**config.mk**
```make
export PLATFORM = sky130hd
export DESIGN_NAME = byte_striping_2lane
export DESIGN_NICKNAME = d
export VERILOG_FILES = /design/src/rtl/byte_striping_2lane.sv
export SDC_FILE = /design/constraint.sdc
export NUM_CORES = 1
export LEC_CHECK = 0
export ABC_AREA = 1
export CAP_MARGIN = 10
export CORE_ASPECT_RATIO = 1.25
export CORE_MARGIN = 3
export CORE_UTILIZATION = 55
export CTS_CLUSTER_DIAMETER = 80
export CTS_CLUSTER_SIZE = 25
export DETAILED_ROUTE_END_ITERATION = 12
export PLACE_DENSITY = 0.76
export SYNTH_ARGS = -nofsm -noshare
export SYNTH_HDL_FRONTEND = slang
export SYNTH_SLANG_ARGS = --single-unit
```
**constraint.sdc**
```tcl
create_clock -name clk_2f -period 6.09 [get_ports clk_2f]
set_input_delay 0.609 -clock clk_2f [delete_from_list [all_inputs] [get_ports clk_2f]]
set_output_delay 0.609 -clock clk_2f [all_outputs]
set_load 0.01 [all_outputs]
```
**src/rtl/byte_striping_2lane.sv**
```systemverilog
// Stripes consecutive valid words alternately onto two lanes, each buffered by a
// small show-ahead FIFO that its downstream serializer drains via a pop handshake.
module byte_striping_2lane #(
  parameter int DATA_W     = 32,
  parameter int FIFO_DEPTH = 4,
  parameter int ADDR_W     = 2
) (
  input  logic              clk_2f,
  input  logic              reset,
  input  logic [DATA_W-1:0] data_in,
  input  logic              valid_in,
  input  logic              pop_0,
  input  logic              pop_1,
  output logic [DATA_W-1:0] data_lane_0,
  output logic              valid_lane_0,
  output logic [DATA_W-1:0] data_lane_1,
  output logic              valid_lane_1,
  output logic              full_0,
  output logic              full_1,
  output logic              overflow,
  output logic              lane_sel
);

  localparam logic [ADDR_W:0] FULL_CNT = (ADDR_W + 1)'(FIFO_DEPTH);

  logic [DATA_W-1:0] mem    [2][FIFO_DEPTH];
  logic [ADDR_W-1:0] wr_ptr [2];
  logic [ADDR_W-1:0] rd_ptr [2];
  logic [ADDR_W:0]   count  [2];

  logic [1:0] push;
  logic [1:0] pop_req;
  logic [1:0] pop_ok;
  logic [1:0] accept;
  logic [1:0] drop;

  // A full lane still accepts a push when the same cycle pops it, since a slot frees up.
  always_comb begin
    push    = {valid_in & lane_sel, valid_in & ~lane_sel};
    pop_req = {pop_1, pop_0};
    pop_ok  = '0;
    accept  = '0;
    drop    = '0;
    for (int i = 0; i < 2; i++) begin
      pop_ok[i] = pop_req[i] && (count[i] != '0);
      accept[i] = push[i] && ((count[i] != FULL_CNT) || pop_ok[i]);
      drop[i]   = push[i] && !accept[i];
    end
  end

  // NOTE: sequential state uses non-blocking assignments so every register samples
  // the pre-edge values; blocking here would create order-dependent simulation races.
  always_ff @(posedge clk_2f) begin
    if (!reset) begin
      lane_sel <= 1'b0;
      overflow <= 1'b0;
      for (int i = 0; i < 2; i++) begin
        wr_ptr[i] <= '0;
        rd_ptr[i] <= '0;
        count[i]  <= '0;
      end
    end else begin
      // Idle cycles realign striping so every burst begins on lane 0.
      lane_sel <= valid_in ? ~lane_sel : 1'b0;
      if (|drop) overflow <= 1'b1;
      for (int i = 0; i < 2; i++) begin
        if (accept[i]) wr_ptr[i] <= wr_ptr[i] + ADDR_W'(1);
        if (pop_ok[i]) rd_ptr[i] <= rd_ptr[i] + ADDR_W'(1);
        case ({accept[i], pop_ok[i]})
          2'b10:   count[i] <= count[i] + (ADDR_W + 1)'(1);
          2'b01:   count[i] <= count[i] - (ADDR_W + 1)'(1);
          default: count[i] <= count[i];
        endcase
      end
    end
  end

  // NOTE: the storage array has no reset; empty lanes mask it via count, so clearing
  // it would only cost reset fan-out and block RAM inference.
  always_ff @(posedge clk_2f) begin
    for (int i = 0; i < 2; i++) begin
      if (reset && accept[i]) mem[i][wr_ptr[i]] <= data_in;
    end
  end

  assign valid_lane_0 = (count[0] != '0);
  assign valid_lane_1 = (count[1] != '0);
  assign data_lane_0  = valid_lane_0 ? mem[0][rd_ptr[0]] : '0;
  assign data_lane_1  = valid_lane_1 ? mem[1][rd_ptr[1]] : '0;
  assign full_0       = (count[0] == FULL_CNT);
  assign full_1       = (count[1] == FULL_CNT);

endmodule

```
# [Yosys cells after proc, flatten, opt, wreduce, memory -nomap -nowiden]
# Memories as Yosys holds them, arrays and structs flattened.
# Index checks and enable logic that the tools add are counted.
[classes] n_reduce_logical=21 n_eq_ne=8 n_bitwise=17 n_mux=60 n_addsub=8 magnitude_cmp=6
[ops] op="$mux W128" n=4
[ops] op="$mux W32" n=8
[ops] op="$bmux W32 S2" n=2
[ops] op="$demux W32 S2" n=2
[ops] op="$reduce_or A128 Y1" n=1
[ops] op="$mux W1" n=34
[ops] op="$mux W3" n=6
[ops] op="$ge A3 B3 Y1 const B" n=4
[ops] op="$not A2 Y3" n=4
[ops] op="$logic_and A1 B1 Y1" n=10
[ops] op="$or A1 B1 Y1" n=10
[ops] op="$add A2 B1 Y2 const B" n=4
[ops] op="$mux W2" n=4
[ops] op="$add A3 B1 Y3 const B" n=2
[ops] op="$eq A3 B3 Y1 const B" n=2
[ops] op="$lt A3 B1 Y1 const B" n=2
[ops] op="$ne A3 B3 Y1 const B" n=2
[ops] op="$reduce_bool A3 Y1" n=2
[ops] op="$reduce_or A2 Y1" n=3
[ops] op="$sub A3 B1 Y3 const B" n=2
[ops] op="$eq A2 B1 Y1 const B" n=2
[ops] op="$eq A2 B2 Y1 const B" n=2
[ops] op="$and A1 B1 Y1" n=2
[ops] op="$logic_not A1 Y1" n=2
[ops] op="3 further kinds" n=4
[totals] ff_bits=2 ram_bits=270 wordCells=126 input_bits=37 memories=4
[mem_list] name="mem" depth=2 width=128 rd=2 rd_ports_with_merged_regs=0 write_ports=1 line="26" rtl="logic [DATA_W-1:0] mem [2][FIFO_DEPTH];"
[mem_list] name="count" depth=2 width=3 rd=2 rd_ports_with_merged_regs=0 write_ports=2 line="29" rtl="logic [ADDR_W:0] count [2];"
[mem_list] name="rd_ptr" depth=2 width=2 rd=2 rd_ports_with_merged_regs=0 write_ports=2 line="28" rtl="logic [ADDR_W-1:0] rd_ptr [2];"
[mem_list] name="wr_ptr" depth=2 width=2 rd=2 rd_ports_with_merged_regs=0 write_ports=2 line="27" rtl="logic [ADDR_W-1:0] wr_ptr [2];"

# [Depth between registers and ports, before layout]
[logic_depth] depth_word=11 ltp_mapped=12

# [Least setup slack after synthesis]
# No wires, ideal clock.
[synth_path] path_kind="register to register" start="mem count[1][0] (netlist bit)" end="mem mem[0][128] (netlist bit) (enable)" synth_period_minus_slack_ns=2.831 t_required_ns=5.669 arrival_time_ns=2.410 slack_ns=3.259 stages_incl_launch_ff=8 path_cell_list="edfxtp_1 -> inv_1 -> ha_1 -> nand2_1 -> inv_1 -> nand2_1 -> nand3_1 -> nor2_1"
[synth_lines] item="start, declared" line="29"
[synth_lines] item="end, declared" line="26"

==> results.md <==
| Group | Metric | Reported |
|:---|:---|:---|
| outcome | Status | finished, final reports clean |
| worst setup path | Worst Path Arrival | 2850 ps |
| floorplanning | Area of the placeable core | 0.0195 mm² |
| drt | Number of remaining DRC errors | 0 |
| logic synthesis | Number of instances in the synthesized netlist | 889 |
| cells and area | Final non-filler cell total | 1234 |
| worst hold path | Hold Path Stages | 4 |
| drt | Drt via density | 5.47 |
| place | Post-Place Cells | 1218 |
| timing | Setup violations, final | 0 |
| cells and area | Final Core Density | 0.646 |
| clocking | CTS tree | built |
| floorplanning | Count of boundary I/O pins | 107 |
| power | Leakage power summed over all cells | 4.23 nW |
| clocking | Cell at the root of the clock tree | sky130_fd_sc_hd__clkbuf_16 |
| clocking | Maximum buffer depth of the clock tree | 3 |
| place | Post-Place Cell Area | 0.0122 mm² |
| timing | Final Hold Vio Count | 0 |
| logic synthesis | Async set or reset register ratio after synthesis | 0 |
| timing | Highest Clock Rate | 289 MHz |
| floorplanning | Vertical die dimension | 164 µm |
| global routing | Sum of overflow across all layers after global routing | 0 |
| clocking | Register clock-pin slew on the reported worst setup and hold paths | 90 ps |
| logic synthesis | Register bit count reported by yosys | 272 |
| cells and area | Register cell area after layout | 0.00815 mm² |
| place | Port Buffers | 106 |
| worst setup path | Reg-to-reg startpoint | count[1][0] |
| timing | RSZ-0062 raised after global routing | false |
| logic synthesis | Post-synthesis net count | 942 |
| clocking | Clock Sink Count | 272 |
| drt | Vias post-DR | 6755 |
| cells and area | Fill cell instance count of the final layout | 1481 |
| worst setup path | Data required time of the worst path | 5480 ps |
| logic synthesis | EDFF count, synth | 270 |
| logic synthesis | Dominant synthesized flop cell | sky130_fd_sc_hd__edfxtp_1 |
| clocking | Resized cells post-CTS | 0 |
| worst setup path | Cell with the largest stage delay on the worst path | sky130_fd_sc_hd__inv_2 |
| global routing | Vias in the first global route | 6851 |
| clocking | Clk_lat worst skew | 480 ps |
| worst setup path | Setup crit end kind | output pin |
| global routing | Initial antenna violation count | 0 |
| timing | Total Negative Setup Slacks | 0 ps |
| worst hold path | Worst min-delay path endpoint | overflow |
| floorplanning | Initial core utilization | 0.563 |
| logic synthesis | Top post-synthesis cells by area | sky130_fd_sc_hd__edfxtp_1 (74%), sky130_fd_sc_hd__nor2_1 (9.4%), sky130_fd_sc_hd__o21ai_0 (3.6%) |
| cells and area | Number of antenna repair diodes | 0 |
| global routing | Wire length of the first global-routing pass | 35.5 mm |
| logic synthesis | Most area-hungry cell type in the Yosys netlist | sky130_fd_sc_hd__edfxtp_1 |
| cells and area | Most common cell after layout, fill and taps aside | sky130_fd_sc_hd__edfxtp_1 |
| worst setup path | Cell Chain, Critical Path | inv_2 -> o21ai_0 -> a21oi_1 -> clkdlybuf4s50_1 |
| floorplanning | Width of the chip | 133 µm |
| worst hold path | Path class of the lowest-slack min-delay path | flop to flop |
| clocking | Cts bufs inserted | 14 |
| timing | Fin worst setup slack | 2630 ps |
| timing | Share of the clock period used by the worst path after layout | 0.569 |
| drt | Drt total wl | 22.7 mm |
| cells and area | Area overhead of the layout relative to synthesis | 14.6% |
| cells and area | Commonest cells after routing, fill and taps aside | sky130_fd_sc_hd__edfxtp_1 (270), sky130_fd_sc_hd__nor2_1 (269), sky130_fd_sc_hd__clkdlybuf4s50_1 (106) |
| logic synthesis | Average instance area after synthesis | 12.4 µm² |
| drt | Number of optimization iterations in the first detailed-route pass | 5 |
| clocking | Post-CTS setup buffers | 0 |
| timing | Post-Route Skew | 6.88 ps |
| drt | Initial drt markers | 631 |
| worst setup path | Number of cell instances on the worst register-to-register path | 10 |
| power | Pwr dens | 340 mW/mm² |
| worst hold path | Startpoint of the tightest hold check path | overflow |
| logic synthesis | Number of distinct library cell variants in the gate-level netlist after synthesis | 23 |
| logic synthesis | Yosys warning total | 0 |
| clocking | Post-cts hold buffer count | 0 |
| cells and area | Finished Cell Area | 0.0126 mm² |
| floorplanning | Die Footprint | 0.0218 mm² |
| drt | Antenna Nets Post-Route | 0 |
| timing | Slew margin rel. | 0.202 |
| timing | Worst Max-Slew Pin Slew | 1200 ps |
| drt | Average wire per standard cell | 18.4 µm |
| cells and area | Multi-input gate area | 0.00252 mm² |
| logic synthesis | Share of Yosys cell area claimed by the top area cell type | 0.737 |
| cells and area | Number of nets in the layout | 1022 |
| worst setup path | Destination of the worst register-to-register timing path | count[1][2] |
| global routing | Total global-route track usage | 0.208 |
| place | Final HPWL DP | 13.2 mm |
| cells and area | Share of cells above drive strength 1 | 0.0341 |
| timing | Minimum clock period after layout | 3460 ps |
| worst setup path | Largest stage delay on the critical path | 730 ps |
| clocking | H-Tree Depth | 1 |
| run | Max-capacitance violation count | 0 |
| logic synthesis | Sequential fraction of the synthesis area | 0.740 |
| power | Worst IR drop on VDD | 0.216 mV |
| worst setup path | Classification of the worst setup path | flop to output pin |
| timing | Slew Limit Fails | 0 |
| place | Setup slack at placement | 2740 ps |
| logic synthesis | Area of the mapped netlist | 0.0110 mm² |
| floorplanning | Number of core rows | 57 |
| worst setup path | Crit Path Max Fanout | 64 |
| worst setup path | Minimum setup slack among reg-to-reg paths | 3230 ps |
| place | Final RePlAce weighted congestion | 0.795 |
| global routing | Maximum number of pins on one net before global-route repair | 67 |
| worst setup path | Crit start category | flop |
| worst setup path | Crit. Startpoint | rd_ptr[0][0] |
[layout make-up]
cell class	count	share of cell area
flip-flops and latches	272	0.646
multi-input cells	534	0.200
repair buffers	111	0.0871
clock buffers	15	0.0298
well taps	265	0.0263
inverters	36	0.0107
clock inverters	1	0.000397
[synthesized netlist by cell type, types with 4 or more instances]
cell and number:
sky130_fd_sc_hd__a21oi_1 71, sky130_fd_sc_hd__buf_2 18, sky130_fd_sc_hd__buf_6 8, sky130_fd_sc_hd__clkbuf_1 19
sky130_fd_sc_hd__edfxtp_1 270, sky130_fd_sc_hd__ha_1 15, sky130_fd_sc_hd__inv_1 34, sky130_fd_sc_hd__nand2_1 21
sky130_fd_sc_hd__nand3_1 4, sky130_fd_sc_hd__nor2_1 277, sky130_fd_sc_hd__o21ai_0 80, sky130_fd_sc_hd__o21ai_1 53
sky130_fd_sc_hd__xnor2_1 4
[metal layers]
metal	part of all wire	wire (µm)	track usage
met5	0	0	0
met4	0.021	473	0.0562
met3	0.049	1110	0.0248
met2	0.53	12000	0.381
met1	0.40	9120	0.264
[worst max-delay path, delay by kind of cell (launching register included)]
kind            cells  cell delay, ps
buf+inv             2            1340
flops               1             410
compound gates      2             620
[cells by family after synthesis]
kind of cell | Yosys count | synth area share
AOI/OAI and AO/OA | 206 | 0.0941
xor gates and xnor gates | 6 | 0.00477
adders and majority gates | 16 | 0.0189
DFF | 272 | 0.740
buffers and inverters | 83 | 0.0365
and+or+nand+nor | 306 | 0.106
[how the worst max path moves through the flow]
stage | to | cells past startpoint | slack [ps]
floorplan | mem[0][128] | 7 | 3260
global placement | mem[0][84] | 5 | 2840
detailed placement | mem[0][82] | 5 | 2740
CTS | data_lane_0[31] | 4 | 2600
global route | data_lane_0[31] | 4 | 2390
finish | data_lane_0[31] | 4 | 2630
[where the power goes]
group	leakage [nW]	internal (mW)	switching, mW
sequential	2.48	2.12	0.0236
clock	0.189	0.443	0.534
combinational	1.56	0.504	0.676
[stage by stage]
step	power (mW)	hold WS, ps
floorplan	2.83	559
global placement	3.34	558
detailed placement	3.37	553
CTS	4.33	581
global route	4.52	662
finish	4.30	572
[flip-flops by register name, indices dropped and copies added (netlist names)]
| register | flops |
|---|---|
| wr_ptr | 4 |
| count | 6 |
| lane_sel | 1 |
| rd_ptr | 4 |
| mem | 256 |
| overflow | 1 |
Note: power is estimated with default switching activity, not from simulation.
